### src/rtl/hilo_pkg.sv
// rtl/hilo_pkg.sv - shared constants, opcode and state encodings for the HI/LO unit
// Purpose: common definitions imported by hilo_ctrl_if, muldiv_iter and hilo_ctrl.
// Ports: none (package).
package hilo_pkg;

  localparam int REG_LENGTH = 32;
  localparam int ITER_COUNT = 32;

  typedef enum logic [2:0] {
    OP_NOP   = 3'd0,
    OP_MULT  = 3'd1,
    OP_MULTU = 3'd2,
    OP_DIV   = 3'd3,
    OP_DIVU  = 3'd4,
    OP_MTHI  = 3'd5,
    OP_MTLO  = 3'd6,
    OP_RSVD  = 3'd7
  } op_e;

  typedef enum logic [1:0] {
    S_IDLE = 2'd0,
    S_MUL  = 2'd1,
    S_DIV  = 2'd2,
    S_WB   = 2'd3
  } state_e;

  // Magnitude of a possibly-signed operand; unsigned ops pass straight through.
  function automatic logic [REG_LENGTH-1:0] abs_val(input logic [REG_LENGTH-1:0] v,
                                                    input logic                  is_signed);
    abs_val = (is_signed && v[REG_LENGTH-1]) ? (~v + 1'b1) : v;
  endfunction

endpackage

### src/rtl/hilo_ctrl_if.sv
// rtl/hilo_ctrl_if.sv - EX-stage to HI/LO controller operation and write-port bundle
// Purpose: groups the op request, flush, stall and HI/LO write-port signals.
// Ports: opValid/opCode/opA/opB/flush (pipeline -> controller);
//        busy/hiWtCe/loWtCe/hiWtData/loWtData/divZero (controller -> pipeline).
interface hilo_ctrl_if;
  import hilo_pkg::*;

  logic                  opValid;
  logic [2:0]            opCode;
  logic [REG_LENGTH-1:0] opA;
  logic [REG_LENGTH-1:0] opB;
  logic                  flush;
  logic                  busy;
  logic                  hiWtCe;
  logic                  loWtCe;
  logic [REG_LENGTH-1:0] hiWtData;
  logic [REG_LENGTH-1:0] loWtData;
  logic                  divZero;

  modport master (
    output opValid, opCode, opA, opB, flush,
    input  busy, hiWtCe, loWtCe, hiWtData, loWtData, divZero
  );

  modport slave (
    input  opValid, opCode, opA, opB, flush,
    output busy, hiWtCe, loWtCe, hiWtData, loWtData, divZero
  );

endinterface

### src/rtl/muldiv_iter.sv
// rtl/muldiv_iter.sv - 32-bit iterative shift-add multiplier / restoring divider datapath
// Purpose: one multiply or divide step per asserted step; hi_next/lo_next show the
//          result of the step being taken this cycle so the caller can register it.
// Ports: clk, rst (sync, active-high); load, step, is_div controls; a, b unsigned
//        magnitudes; hi_next, lo_next step result (product {hi,lo} or {rem,quo}).
module muldiv_iter
  import hilo_pkg::*;
(
  input  logic                  clk,
  input  logic                  rst,
  input  logic                  load,
  input  logic                  step,
  input  logic                  is_div,
  input  logic [REG_LENGTH-1:0] a,
  input  logic [REG_LENGTH-1:0] b,
  output logic [REG_LENGTH-1:0] hi_next,
  output logic [REG_LENGTH-1:0] lo_next
);

  // Multiply: hi accumulates, lo holds the multiplier and collects product bits.
  // Divide:   hi is the partial remainder, lo shifts the dividend out and quotient in.
  logic [REG_LENGTH-1:0] hi_r, lo_r, m_r;
  logic [REG_LENGTH:0]   sum, trial, diff;

  always_comb begin
    sum     = {1'b0, hi_r} + (lo_r[0] ? {1'b0, m_r} : '0);
    trial   = {hi_r, lo_r[REG_LENGTH-1]};
    diff    = trial - {1'b0, m_r};
    hi_next = hi_r;
    lo_next = lo_r;
    if (is_div) begin
      // Restoring step: keep the subtraction only when it did not borrow.
      if (!diff[REG_LENGTH]) begin
        hi_next = diff[REG_LENGTH-1:0];
        lo_next = {lo_r[REG_LENGTH-2:0], 1'b1};
      end else begin
        hi_next = trial[REG_LENGTH-1:0];
        lo_next = {lo_r[REG_LENGTH-2:0], 1'b0};
      end
    end else begin
      hi_next = sum[REG_LENGTH:1];
      lo_next = {sum[0], lo_r[REG_LENGTH-1:1]};
    end
  end

  always_ff @(posedge clk) begin
    if (rst) begin
      hi_r <= '0;
      lo_r <= '0;
      m_r  <= '0;
    end else if (load) begin
      hi_r <= '0;
      lo_r <= is_div ? a : b;
      m_r  <= is_div ? b : a;
    end else if (step) begin
      hi_r <= hi_next;
      lo_r <= lo_next;
    end
  end

endmodule

### src/rtl/hilo_ctrl.sv
// rtl/hilo_ctrl.sv - HI/LO multiply/divide/move controller with registered write port
// Purpose: accepts EX-stage HI/LO ops, sequences the 32-step datapath, applies sign
//          correction and drives the HI/LO register-file write port.
// Ports: clk, rst (sync, active-high); bus (hilo_ctrl_if.slave) op request in,
//        busy/write port/divZero out.
module hilo_ctrl
  import hilo_pkg::*;
(
  input  logic        clk,
  input  logic        rst,
  hilo_ctrl_if.slave  bus
);

  state_e                  state, state_n;
  logic [5:0]              cnt, cnt_n;
  logic                    neg_q, neg_r, neg_q_n, neg_r_n;
  logic                    hi_we, lo_we, dz, hi_we_n, lo_we_n, dz_n;
  logic [REG_LENGTH-1:0]   hi_d, lo_d, hi_d_n, lo_d_n;
  logic [REG_LENGTH-1:0]   hi_next, lo_next;
  logic [2*REG_LENGTH-1:0] prod, prod_c;
  logic                    accept, is_signed, long_op, sign_a, sign_b, ld, step, dp_div;
  op_e                     op;

  muldiv_iter u_iter (
    .clk     (clk),
    .rst     (rst),
    .load    (ld),
    .step    (step),
    .is_div  (dp_div),
    .a       (abs_val(bus.opA, is_signed)),
    .b       (abs_val(bus.opB, is_signed)),
    .hi_next (hi_next),
    .lo_next (lo_next)
  );

  always_ff @(posedge clk) begin
    if (rst) begin
      state <= S_IDLE;
      cnt   <= '0;
      neg_q <= 1'b0;
      neg_r <= 1'b0;
      hi_we <= 1'b0;
      lo_we <= 1'b0;
      dz    <= 1'b0;
      hi_d  <= '0;
      lo_d  <= '0;
    end else begin
      state <= state_n;
      cnt   <= cnt_n;
      neg_q <= neg_q_n;
      neg_r <= neg_r_n;
      hi_we <= hi_we_n;
      lo_we <= lo_we_n;
      dz    <= dz_n;
      hi_d  <= hi_d_n;
      lo_d  <= lo_d_n;
    end
  end

  always_comb begin
    op        = op_e'(bus.opCode);
    accept    = (state == S_IDLE) && bus.opValid && !bus.flush;
    is_signed = (op == OP_MULT) || (op == OP_DIV);
    long_op   = (op == OP_MULT) || (op == OP_MULTU) || (op == OP_DIV) || (op == OP_DIVU);
    sign_a    = is_signed && bus.opA[REG_LENGTH-1];
    sign_b    = is_signed && bus.opB[REG_LENGTH-1];
    bus.busy  = (state != S_IDLE) || (accept && long_op);
    // The datapath mode comes from the opcode while loading, from the state while stepping.
    dp_div    = (state == S_DIV) || ((state == S_IDLE) && ((op == OP_DIV) || (op == OP_DIVU)));
    step      = (state == S_MUL) || (state == S_DIV);
    prod      = {hi_next, lo_next};
    prod_c    = neg_q ? (~prod + 1'b1) : prod;

    state_n = state;
    cnt_n   = cnt;
    neg_q_n = neg_q;
    neg_r_n = neg_r;
    ld      = 1'b0;
    hi_we_n = 1'b0;
    lo_we_n = 1'b0;
    dz_n    = 1'b0;
    hi_d_n  = '0;
    lo_d_n  = '0;

    case (state)
      S_IDLE: begin
        if (accept) begin
          case (op)
            OP_MULT, OP_MULTU: begin
              state_n = S_MUL;
              cnt_n   = '0;
              ld      = 1'b1;
              neg_q_n = sign_a ^ sign_b;
              neg_r_n = sign_a ^ sign_b;
            end
            OP_DIV, OP_DIVU: begin
              if (bus.opB == '0) begin
                dz_n = 1'b1;
              end else begin
                state_n = S_DIV;
                cnt_n   = '0;
                ld      = 1'b1;
                neg_q_n = sign_a ^ sign_b;
                neg_r_n = sign_a;
              end
            end
            OP_MTHI: begin
              hi_we_n = 1'b1;
              hi_d_n  = bus.opA;
            end
            OP_MTLO: begin
              lo_we_n = 1'b1;
              lo_d_n  = bus.opA;
            end
            default: ;
          endcase
        end
      end
      S_MUL, S_DIV: begin
        if (cnt == 6'(ITER_COUNT - 1)) begin
          // Last step: register the sign-corrected result straight from the step output.
          state_n = S_WB;
          cnt_n   = '0;
          hi_we_n = 1'b1;
          lo_we_n = 1'b1;
          if (state == S_MUL) begin
            hi_d_n = prod_c[2*REG_LENGTH-1:REG_LENGTH];
            lo_d_n = prod_c[REG_LENGTH-1:0];
          end else begin
            hi_d_n = neg_r ? (~hi_next + 1'b1) : hi_next;
            lo_d_n = neg_q ? (~lo_next + 1'b1) : lo_next;
          end
        end else begin
          cnt_n = cnt + 6'd1;
        end
      end
      S_WB: state_n = S_IDLE;
      default: state_n = S_IDLE;
    endcase

    if (bus.flush) begin
      state_n = S_IDLE;
      cnt_n   = '0;
      ld      = 1'b0;
      hi_we_n = 1'b0;
      lo_we_n = 1'b0;
      dz_n    = 1'b0;
      hi_d_n  = '0;
      lo_d_n  = '0;
    end
  end

  assign bus.hiWtCe   = hi_we;
  assign bus.loWtCe   = lo_we;
  assign bus.hiWtData = hi_d;
  assign bus.loWtData = lo_d;
  assign bus.divZero  = dz;

endmodule
### src/flat_wrapper.sv
// flat-port wrapper written by rule: the top's interface ports become plain ports
module hilo_ctrl_flat import hilo_pkg::*;
  (clk, rst, bus_opValid, bus_opCode, bus_opA, bus_opB, bus_flush, bus_busy, bus_hiWtCe, bus_loWtCe, bus_hiWtData, bus_loWtData, bus_divZero);
  hilo_ctrl_if bus_i ();
  input  logic clk;
  input  logic rst;
  input wire logic [$bits(bus_i.opValid)-1:0] bus_opValid;
  input wire logic [$bits(bus_i.opCode)-1:0] bus_opCode;
  input wire logic [$bits(bus_i.opA)-1:0] bus_opA;
  input wire logic [$bits(bus_i.opB)-1:0] bus_opB;
  input wire logic [$bits(bus_i.flush)-1:0] bus_flush;
  output wire logic [$bits(bus_i.busy)-1:0] bus_busy;
  output wire logic [$bits(bus_i.hiWtCe)-1:0] bus_hiWtCe;
  output wire logic [$bits(bus_i.loWtCe)-1:0] bus_loWtCe;
  output wire logic [$bits(bus_i.hiWtData)-1:0] bus_hiWtData;
  output wire logic [$bits(bus_i.loWtData)-1:0] bus_loWtData;
  output wire logic [$bits(bus_i.divZero)-1:0] bus_divZero;
  assign bus_i.opValid = bus_opValid;
  assign bus_i.opCode = bus_opCode;
  assign bus_i.opA = bus_opA;
  assign bus_i.opB = bus_opB;
  assign bus_i.flush = bus_flush;
  assign bus_busy = bus_i.busy;
  assign bus_hiWtCe = bus_i.hiWtCe;
  assign bus_loWtCe = bus_i.loWtCe;
  assign bus_hiWtData = bus_i.hiWtData;
  assign bus_loWtData = bus_i.loWtData;
  assign bus_divZero = bus_i.divZero;
  hilo_ctrl u_core (.clk(clk), .rst(rst), .bus(bus_i));
endmodule
### config.mk
export PLATFORM = sky130hd
export DESIGN_NAME = hilo_ctrl_flat
export DESIGN_NICKNAME = d
export VERILOG_FILES = /design/src/rtl/hilo_pkg.sv /design/src/rtl/hilo_ctrl_if.sv /design/src/rtl/muldiv_iter.sv /design/src/rtl/hilo_ctrl.sv /design/src/flat_wrapper.sv
export SDC_FILE = /design/constraint.sdc
export NUM_CORES = 1
export LEC_CHECK = 0
export ABC_AREA = 1
export BUFFER_PORTS_ARGS = -buffer_cell sky130_fd_sc_hd__buf_2
export CAP_MARGIN = 20
export CORE_MARGIN = 4
export CORE_UTILIZATION = 50
export DETAILED_ROUTE_END_ITERATION = 8
export HOLD_SLACK_MARGIN = 0.05
export PLACE_DENSITY = 0.81
export SLEW_MARGIN = 20
export SYNTH_ARGS = -nofsm -noshare
export SYNTH_HDL_FRONTEND = slang
export SYNTH_SLANG_ARGS = --single-unit
export TNS_END_PERCENT = 1
### constraint.sdc
create_clock -name clk -period 7.4 [get_ports clk]
set_clock_uncertainty 0.05 [all_clocks]
set_input_delay 0.37 -clock clk [delete_from_list [all_inputs] [get_ports clk]]
set_output_delay 0.37 -clock clk [all_outputs]
set_load 0.005 [all_outputs]
After elaboration in Yosys (flattened, before gate mapping). Index checks and enable logic that the tools add are counted.

Register bits: 173.

$add $sub $neg: 8. Equal/unequal tests: 15. Multiplexer cells: 51. Bitwise gates (word level): 9. Reduce and logical (&&, ||, !) cells: 30.

Operators by type and width (number): $mux W32 (20); $add A32 B1 Y32 const B (4); $not A32 Y32 (4); $pmux W32 S2 (2); $add A64 B1 Y64 const B (1); $mux W64 (1); $not A64 Y64 (1); $add A32 B33 Y33 (1); $sub A33 B32 Y33 (1); $logic_not A32 Y1 (1); $pmux W6 S2 (2); $mux W6 (3); $mux W1 (13); $reduce_and A4 Y1 (3); $pmux W1 S2 (5); $reduce_or A2 Y1 (5); $eq A3 B3 Y1 const B (3); $logic_or A1 B1 Y1 (8); $reduce_bool A2 Y1 (4); $add A6 B1 Y6 const B (1); $eq A3 B2 Y1 const B (2); $eq A6 B5 Y1 const B (1); $logic_and A1 B1 Y1 (6); $mux W2 (3); 13 further kinds (18).

Longest topological paths before layout. Gate-level depths: netlist of run 1.

Word-level depth: 11. Depth in mapped cells: 30. Depth with buffers taken out: 29.

Hierarchy. Synthesis of run 1 repeated with hierarchy kept, for this count alone.

Cells, all modules: 3155. Area total of the unflattened synthesis: 18082.3 um2.

By module, submodules not included: muldiv_iter (instances 1, cells an instance 1899, area each 10644.0 um2, seq. area each 1921.8 um2); hilo_ctrl (instances 1, cells an instance 1256, area each 7438.4 um2, seq. area each 1541.5 um2).

Worst setup path before layout of run 1. No wires, ideal clock.

Path type: register -> register. From: register u_core.u_iter.lo_r[31]. To: register u_core.hi_d[28], in the netlist u_core.bus.hiWtData[28]. Library setup time: 0.135 ns. Arrival: 3.633 ns. Path slack: 3.582 ns. Cell stages (with the launch flop): 31. Clock period less this slack: 3.818 ns. Cell sequence: dfxtp_1 > inv_1 > ha_1 > inv_1 > fa_1 > nand2_1 > nand2_1 > nand3_1 > nand2_2 > nand2_1 > nand2_2 > nand2_4 > nand2_2 > nand2_4 > nand2_4 > buf_6 > a21boi_4 > ha_1 > nand2_1 > nor3_4 > inv_2 > nor2_4 > nand2_1 > o21ai_4 > nand2_2 > a21oi_4 > nand2_1 > nand2_1 > nand2_1 > nand2_1 > a21oi_1.

Cells in the longest elaborated chain, start to end: 9. Elaborated cells between the ends (all ways): 14. Those cells by class: add/sub: 3; mux: 9; bitwise: 2.

RTL lines: from (decl) (RTL line muldiv_iter.sv:22) `logic [REG_LENGTH-1:0] hi_r, lo_r, m_r;`; from (signal assigned) (RTL line muldiv_iter.sv:53) `lo_r <= is_div ? a : b;`; from (signal assigned) (RTL line muldiv_iter.sv:57) `lo_r <= lo_next;`; $sub A33 B32 Y33 (RTL line muldiv_iter.sv:28) `diff = trial - {1'b0, m_r};`; $mux W1 or $mux W32 (tied branches) (RTL line muldiv_iter.sv:33) `if (!diff[REG_LENGTH]) begin`; $mux W32 (RTL line muldiv_iter.sv:31) `if (is_div) begin`; $not A64 Y64 or $not A32 Y32 (tied branches) (RTL line hilo_ctrl.sv:72, hilo_ctrl.sv:130); $add A64 B1 Y64 or $add A32 B1 Y32 (tied branches) (RTL line hilo_ctrl.sv:72, hilo_ctrl.sv:130); $mux W64 or $mux W32 (tied branches) (RTL line hilo_ctrl.sv:72, hilo_ctrl.sv:130); $mux W32 (*) (RTL line hilo_ctrl.sv:126) `if (state == S_MUL) begin`; $mux W32 (*) (RTL line hilo_ctrl.sv:120) `if (cnt == 6'(ITER_COUNT - 1)) begin`; $pmux W32 S2 (*) (RTL line hilo_ctrl.sv:85) `case (state)`; to (signal assigned) (RTL line hilo_ctrl.sv:55) `hi_d <= hi_d_n;`; to (decl) (RTL line hilo_ctrl.sv:18) `logic [REG_LENGTH-1:0] hi_d, lo_d, hi_d_n, lo_d_n;`.

Mark *: on every way between the ends. The rest lies on a longest branch, timed or not. A chain may end at the register's enable or synchronous reset.

Final worst setup path of run 1.
From: register u_core.u_iter.lo_r[31]. To: register u_core.hi_d[10], in the netlist u_core.bus.hiWtData[10].

Same word-level chain as after synthesis.

==> summary.txt, run 1 <==
Detailed routing
  • Wirelength, routed: 72500 um
  • Routed length per placed instance: 21.1 um
  • Count of vias placed by the detailed router: 20200
  • Routed vias/inst: 5.86
  • Final antenna-violating net count: 0
  • First DRT Iteration DRCs: 2451
  • DRC violations left: 0
  • Iteration count of the initial detailed-routing pass: 6

Hold path
  • Hold WC Path Type: in -> reg

Placed design
  • # port buffers: 138
  • Final weighted congestion in routability-driven placement: 1.05
  • Placement Setup Slack: 2630 ps
  • Post-detail-place hpwl: 58200 um

Worst setup path
  • Critical path data arrival time: 5230 ps
  • Critical path buffer and inverter count: 2
  • Critical path's most frequent cell: sky130_fd_sc_hd__nand2_1
  • WS Path Type: reg -> reg
  • Slowest stage cell on the critical path: sky130_fd_sc_hd__fa_1
  • Critical path data required time: 7750 ps
  • Peak fanout along the critical path: 31
  • Crit path capture type: flip-flop
  • Delay of the slowest cell on the worst path: 440 ps
  • Largest delay contributor family on the critical path: simple AND/OR/NAND/NOR gates
  • Startpoint class of the critical path: flip-flop

STA
  • Final number of hold-violating endpoints: 0
  • Fin crit share: 65.9%
  • Setup repair after global routing missed its margin: false
  • Endpoints failing setup: 0
  • Worst slew margin: 29.6%
  • Min setup slack post-route: 2520 ps
  • Post-Route Setup TNS: 0 ps
  • Slew of the pin with the lowest slew margin: 1060 ps
  • Final Max Slew Viols: 0
  • Final critical-path required period: 4880 ps
  • Hold Slack: 80.3 ps
  • Maximum clock rate: 205 MHz

Clock network
  • Total clock buffers created by CTS: 17
  • Clock-pin slew reported for the worst setup and hold paths after clock tree synthesis: 80 ps
  • CTS Hold Buffers Added: 0
  • Quantity of gates resized following cts: 0
  • Buffers inserted by post-CTS timing repair: 0
  • Clk Latency, worst-skew pair: 470 ps
  • Root buf cell: sky130_fd_sc_hd__clkbuf_16
  • Clock tree buffer depth: 2
  • Clock sink count: 173
  • CTS tree: done
  • H-tree Lvls: 4

Layout
  • Final-stage net count: 3126
  • Antenna diode count: 0
  • Proportion of layout cells with a drive suffix above 1: 11.0%
  • Layout area overhead: 8.82%
  • Final Core Density: 55.0%

Job
  • Number of violations of the max-capacitance limit: 0

GRT
  • GRT Total Usage: 38.6%
  • Overall overflow remaining after global route: 0
  • Number of antenna violations at the first check in global routing: 0
  • Maximum number of pins on one net before global-route repair: 163
  • Wire length of the first global-routing pass: 108000 um
  • Number of global-route vias before repair: 18700

Logic synthesis
  • Number of synthesis warnings: 0
  • Portion of the post-synthesis area used by sequential elements: 20.5%
  • Synth Cell Area: 0.0169 mm^2
  • Number of nets produced by synthesis: 3052
  • Mean instance size in the synthesized netlist: 5.82 um^2
  • Count of distinct cell types in the synthesized netlist: 64
  • Number of cells produced by synthesis: 2905
  • Flop and latch count out of synthesis: 173

Die
  • Core area: 0.0334 mm^2
  • Die width: 192 um
  • Chip Height: 192 um
  • Number of top-level pins: 139
  • Die area: 0.0368 mm^2
  • Std cell rows: 67
  • Initial Utilization: 50.5%

Power
  • Peak VDD IR: 180 uV
  • Total power after layout: 4.53 mW
  • Pwr/cell area: 246 mW/mm^2
  • Lkg Pwr: 9.36 nW

Outcome
  • Run status: completed
## registers in the layout (all words and copies together) (netlist names)
| register | cells |
|---|---|
| u_core.state | 2 |
| u_core.bus.loWtData | 32 |
| u_core.u_iter.m_r | 32 |
| u_core.neg_q | 1 |
| u_core.bus.divZero | 1 |
| u_core.u_iter.hi_r | 32 |
| u_core.neg_r | 1 |
| u_core.bus.hiWtData | 32 |
| u_core.cnt | 6 |
| u_core.bus.loWtCe | 1 |
| u_core.u_iter.lo_r | 32 |
| u_core.bus.hiWtCe | 1 |
## final timing paths
check | startpoint | endpoint | slack, ps | depth (start not counted)
min reg2reg | u_core.cnt[5] | u_core.cnt[5] | 440 | 2
max reg2reg | u_core.u_iter.lo_r[31] | u_core.bus.hiWtData[10] | 2520 | 28
max | u_core.u_iter.lo_r[31] | u_core.bus.hiWtData[10] | 2520 | 28
min | bus_flush | u_core.cnt[4] | 80 | 2
## power by group
part / total [mW] / internal, mW / switching (mW)
clock: 0.968 / 0.482 / 0.486
combinational: 2.52 / 0.694 / 1.82
sequential: 1.04 / 0.981 / 0.0582
## per-stage QoR
stage	instances	cell area [um^2]
after floorplan	2905	16900
after global placement	3408	17800
after CTS	3440	18400
after global routing	3440	18400
final	3440	18400
after detailed placement	3408	17800
## layout make-up
cell class	count	area, um^2
fillers	3468	15000
multi-input cells	2196	11300
flip-flops and latches	173	3460
inverters	441	1660
repair buffers	150	781
well taps	448	561
clock buffers	17	425
clock inverters	15	169
## Yosys cell counts (all sizes together)
cell	number	area share [%]
a31oi	12	0.44
dfxtp	173	20
a21oi	205	6.3
o211ai	27	1.2
o32ai	11	0.57
a221oi	4	0.21
nor2	290	7.2
nor3	37	1.2
ha	74	5.5
a22oi	1	0.044
o221ai	7	0.36
clkbuf	63	1.4
a32oi	4	0.21
nand4	35	1.3
nand3b	22	1.1
nand2	876	20
nand3	236	7.3
a21o	5	0.22
o21a	6	0.31
inv	437	9.7
clkinv	4	0.089
or2	16	0.59
or3b	1	0.052
o21ai	187	5.9
and2	2	0.074
nor3b	1	0.044
a211oi	4	0.18
o22ai	19	0.70
o221a	1	0.067
fa	2	0.24
nor4	9	0.33
o31ai	1	0.044
xor2	58	3.0
a21boi	5	0.31
buf	32	1.3
xnor2	26	1.3
o41ai	1	0.052
o21bai	11	0.49
## worst reg2reg max path, delay by kind of cell, from the launching register on
| family | cells | cell delay [ps] |
|---|---|---|
| AND/OR/NAND/NOR | 19 | 2590 |
| adder cells (fa/ha/maj) | 3 | 880 |
| AO/OA/AOI/OAI | 4 | 740 |
| flip-flops | 1 | 300 |
| buffers and inverters | 2 | 250 |
## placed cells by master, fill, tap and decap left out, types with 30 or more instances in the layout
| cell | count |
|---|---|
| sky130_fd_sc_hd__a21oi_1 | 197 |
| sky130_fd_sc_hd__xor2_1 | 58 |
| sky130_fd_sc_hd__dfxtp_1 | 172 |
| sky130_fd_sc_hd__ha_1 | 74 |
| sky130_fd_sc_hd__inv_2 | 30 |
| sky130_fd_sc_hd__o21ai_0 | 154 |
| sky130_fd_sc_hd__buf_2 | 138 |
| sky130_fd_sc_hd__nand2_1 | 842 |
| sky130_fd_sc_hd__nor3_1 | 35 |
| sky130_fd_sc_hd__nand4_1 | 35 |
| sky130_fd_sc_hd__inv_1 | 407 |
| sky130_fd_sc_hd__nand3_1 | 228 |
| sky130_fd_sc_hd__nor2_1 | 257 |
## cell families after synthesis
logic type	count (synthesis)	synth area share [%]
flops	173	20.5
simple gates	1525	39.3
compound gates	511	17.6
buf+inv	536	12.5
fa+ha+maj	76	5.71
xor+xnor	84	4.35
## metal layers
layer	track usage [%]	wire, um
met5	0	0
met4	27.1	5910
met3	6.52	6070
met2	61.4	32500
met1	47.5	28000
Power figures use the tool's default switching activity.
==> run 2, diff against run 1 <==
- PLACE_DENSITY: 0.81 -> 0.83
- clock period: 7.4 -> 3.9 ns (I/O delays scaled with it)
==> run 2 against run 1 <==
  * The flow now finishes with violations (design-rule violations)
  * Via count rose by 5.1%
  * Cell area rose by 9.3%
  * Worst setup slack got worse by 2500 ps
  * Utilization rose by 5.1 points
  * Sequential cell count did not move
  * Count of clock-buffer cells in the layout rose by 3
  * Critical endpoint is now u_core.bus.hiWtData[9]
  * Largest cell class unchanged
  * Highest routed layer unchanged
==> summary.txt, run 2 (synthesized netlist as in run 1, its figures left out) <==
Outcome
  • Run status: finished with violations
  • Failing checks: design-rule violations

Clock network
  • Total clock buffers created by CTS: 17 (unchanged)
  • CTS tree: done
  • Clock-pin slew reported for the worst setup and hold paths after clock tree synthesis: 80 ps (about the same)
  • Root buf cell: sky130_fd_sc_hd__clkbuf_16
  • Clk Latency, worst-skew pair: 470 ps (about the same)
  • H-tree Lvls: 4 (unchanged)
  • Clock tree buffer depth: 2 (unchanged)
  • Clock sink count: 173 (unchanged)

Layout
  • Number of fillers in the final layout: 3361 (-3.1%)
  • Final Core Density: 60.1% (+5.1 points)
  • Commonest non-fill, non-tap cells in the layout: sky130_fd_sc_hd__nand2_1, sky130_fd_sc_hd__inv_1, sky130_fd_sc_hd__nor2_1, sky130_fd_sc_hd__nand3_1, sky130_fd_sc_hd__a21oi_1
  • Proportion of layout cells with a drive suffix above 1: 16.8% (+5.7 points)
  • Final-stage net count: 3282 (+5.0%)
  • Layout area overhead: 18.9%
  • Most common library cell in the layout ignoring fill and taps: sky130_fd_sc_hd__nand2_1

Detailed routing
  • Count of vias placed by the detailed router: 21200 (+5.1%)
  • Final antenna-violating net count: 0 (unchanged)
  • Wirelength, routed: 78100 um (+7.7%)
  • Iteration count of the initial detailed-routing pass: 9 (+3)
  • First DRT Iteration DRCs: 2429 (-0.90%)
  • DRC violations left: 1 (+1)
  • Routed vias/inst: 5.89 (+0.47%)
  • Routed length per placed instance: 21.7 um (+3.0%)

Hold path
  • Hold WC Path Type: in -> reg
  • Hold Path Origin: bus_opA[0]
  • Hold Path Cell Cnt: 3 (+1)
  • Worst hold path endpoint: u_core.bus.loWtData[0]

GRT
  • Maximum number of pins on one net before global-route repair: 52 (-68%)
  • Overall overflow remaining after global route: 0 (unchanged)
  • GRT Total Usage: 41.2% (+2.5 points)
  • Wire length of the first global-routing pass: 114000 um (+5.2%)
  • Number of antenna violations at the first check in global routing: 0 (unchanged)
  • Number of global-route vias before repair: 19400 (+3.9%)

Worst setup path
  • Reg-to-reg setup timing slack: 60 ps (-2460 ps)
  • WS Path Type: reg -> reg
  • Number of cell instances on the worst register-to-register path: 22 (-21%)
  • Delay of the slowest cell on the worst path: 410 ps (-30 ps)
  • Peak fanout along the critical path: 11 (-65%)
  • Startpoint class of the critical path: flip-flop
  • Slowest stage cell on the critical path: sky130_fd_sc_hd__dfxtp_4
  • Worst R2R Start: u_core.u_iter.lo_r[0]
  • Reg2Reg Capture Point: u_core.bus.hiWtData[9]
  • Critical path data arrival time: 4180 ps (-1050 ps)
  • Critical path's most frequent cell: sky130_fd_sc_hd__nand2_1
  • Crit path capture type: flip-flop
  • Cell chain of the critical path: buf_4, nand2_1, inv_1, ha_1, buf_4, inv_1, o21ai_0, nor2_1, nand2_1, nand2_1, nand2_1, o21ai_0, a21o_1, nand2_2, nand2_1, nor2_2, nor2_1, nor2_2, nand2_1, a21oi_1, o21ai_1, a21oi_1
  • Critical path data required time: 4250 ps (-3500 ps)

Placed design
  • Final weighted congestion in routability-driven placement: 1.07 (+2.0%)
  • # port buffers: 138 (unchanged)
  • Post-detail-place hpwl: 62300 um (+7.0%)

STA
  • Final critical-path required period: 3840 ps (-1040 ps)
  • Final number of hold-violating endpoints: 0 (unchanged)
  • Slew of the pin with the lowest slew margin: 977 ps (-79.8 ps)
  • Hold Slack: 53.3 ps (-27.0 ps)
  • Final Max Slew Viols: 0 (unchanged)
  • Maximum clock rate: 261 MHz (+27%)
  • Fin crit share: 98.3% (+32 points)
  • Endpoints failing setup: 0 (unchanged)
  • Worst slew margin: 34.8% (+5.2 points)
  • Setup repair after global routing missed its margin: true

Die
  • Std cell rows: 67 (unchanged)
  • Core area: 0.0334 mm^2 (unchanged)
  • Chip Height: 192 um (unchanged)
  • Initial Utilization: 50.5% (unchanged)
  • Number of top-level pins: 139 (unchanged)
  • Die area: 0.0368 mm^2 (unchanged)
  • Die width: 192 um (unchanged)

Power
  • Peak VDD IR: 345 uV (+92%)
  • Lkg Pwr: 10.2 nW (+8.6%)
  • Pwr/cell area: 465 mW/mm^2 (+89%)

Job
  • Number of violations of the max-capacitance limit: 0 (unchanged)
==> run 2: cell count changes in the layout (fill, tap and decap cells not counted), sizes merged <==
cell / before / now
buf: 150 / 274
diode: 0 / 2
clkbuf: 17 / 20
bufinv: 1 / 2
dlygate4sd3: 0 / 32
clkinvlp: 3 / 2
inv: 445 / 443
clkinv: 7 / 6
==> run 2: final cells by class <==
class / instances / area [um^2] / share of cell area [%]
multi-input cells: 2196 / 11700 / 58.4
flip-flops and latches: 173 / 3490 / 17.4
repair buffers: 306 / 2060 / 10.3
inverters: 441 / 1660 / 8.23
well taps: 448 / 561 / 2.79
clock buffers: 20 / 447 / 2.22
clock inverters: 12 / 148 / 0.734
diodes: 2 / 5.00 / 0.0249
==> run 2: routing by layer <==
metal	global-route usage, %	wire length, um	vias to the layer above
li1	-	-	9839
met1	49.1	29000	9709
met2	66.0	34800	1277
met3	7.52	6890	366
met4	30.7	7440	0
met5	0	0	-
==> run 2: critical path, delay by kind of cell, from the launching register on <==
| kind | cells | cell delay (ps) |
|---|---|---|
| AND/OR/NAND/NOR | 11 | 1530 |
| flip-flops | 1 | 410 |
| buffers and inverters | 4 | 360 |
| adder cells (fa/ha/maj) | 1 | 320 |
| AO/OA/AOI/OAI | 6 | 1080 |
==> run 2: how the worst max path moves through the flow <==
stage | start | end | slack, ps | cells after the start
6_report | u_core.u_iter.lo_r[0] | u_core.bus.hiWtData[9] | 60 | 22
5_1_grt | u_core.u_iter.lo_r[31] | u_core.bus.hiWtData[20] | -50 | 28
4_1_cts | u_core.u_iter.hi_r[22] | u_core.bus.hiWtData[24] | 10 | 23
3_5_place_dp | u_core.u_iter.lo_r[0] | u_core.bus.hiWtData[22] | -70 | 21
3_3_place_gp | u_core.u_iter.lo_r[0] | u_core.bus.hiWtData[22] | -100 | 21
2_1_floorplan | u_core.u_iter.lo_r[31] | u_core.bus.hiWtData[28] | 80 | 30
==> run 2: metrics by stage <==
step	instance area, um^2	setup WS [ps]	instances	power (mW)	TNS (ps)
2_1_floorplan	16900	81.5	2905	5.31	0
3_3_place_gp	18700	-104	3528	7.09	-431
3_5_place_dp	18700	-65.2	3528	7.10	-338
4_1_cts	19700	10.5	3592	8.97	0
5_1_grt	20100	-50.0	3596	9.86	-135
6_report	20100	64.9	3598	9.35	0
==> run 2: repair_timing <==
item                                   in CTS  in global routing
buffers inserted                            0                  4
hold buffers                               32                  0
gates cloned                                0                  0
setup endpoints to repair                  18                 36
endpoints found under the hold margin      47                  0
pin swaps                                   0                 14
resized for setup                           4                 95
==> run 2: report_power, final <==
| part | internal [mW] | switching (mW) | leakage (nW) |
|---|---|---|---|
| sequential | 1.86 | 0.123 | 1.41 |
| combinational | 1.80 | 3.70 | 8.47 |
| clock | 0.979 | 0.881 | 0.285 |
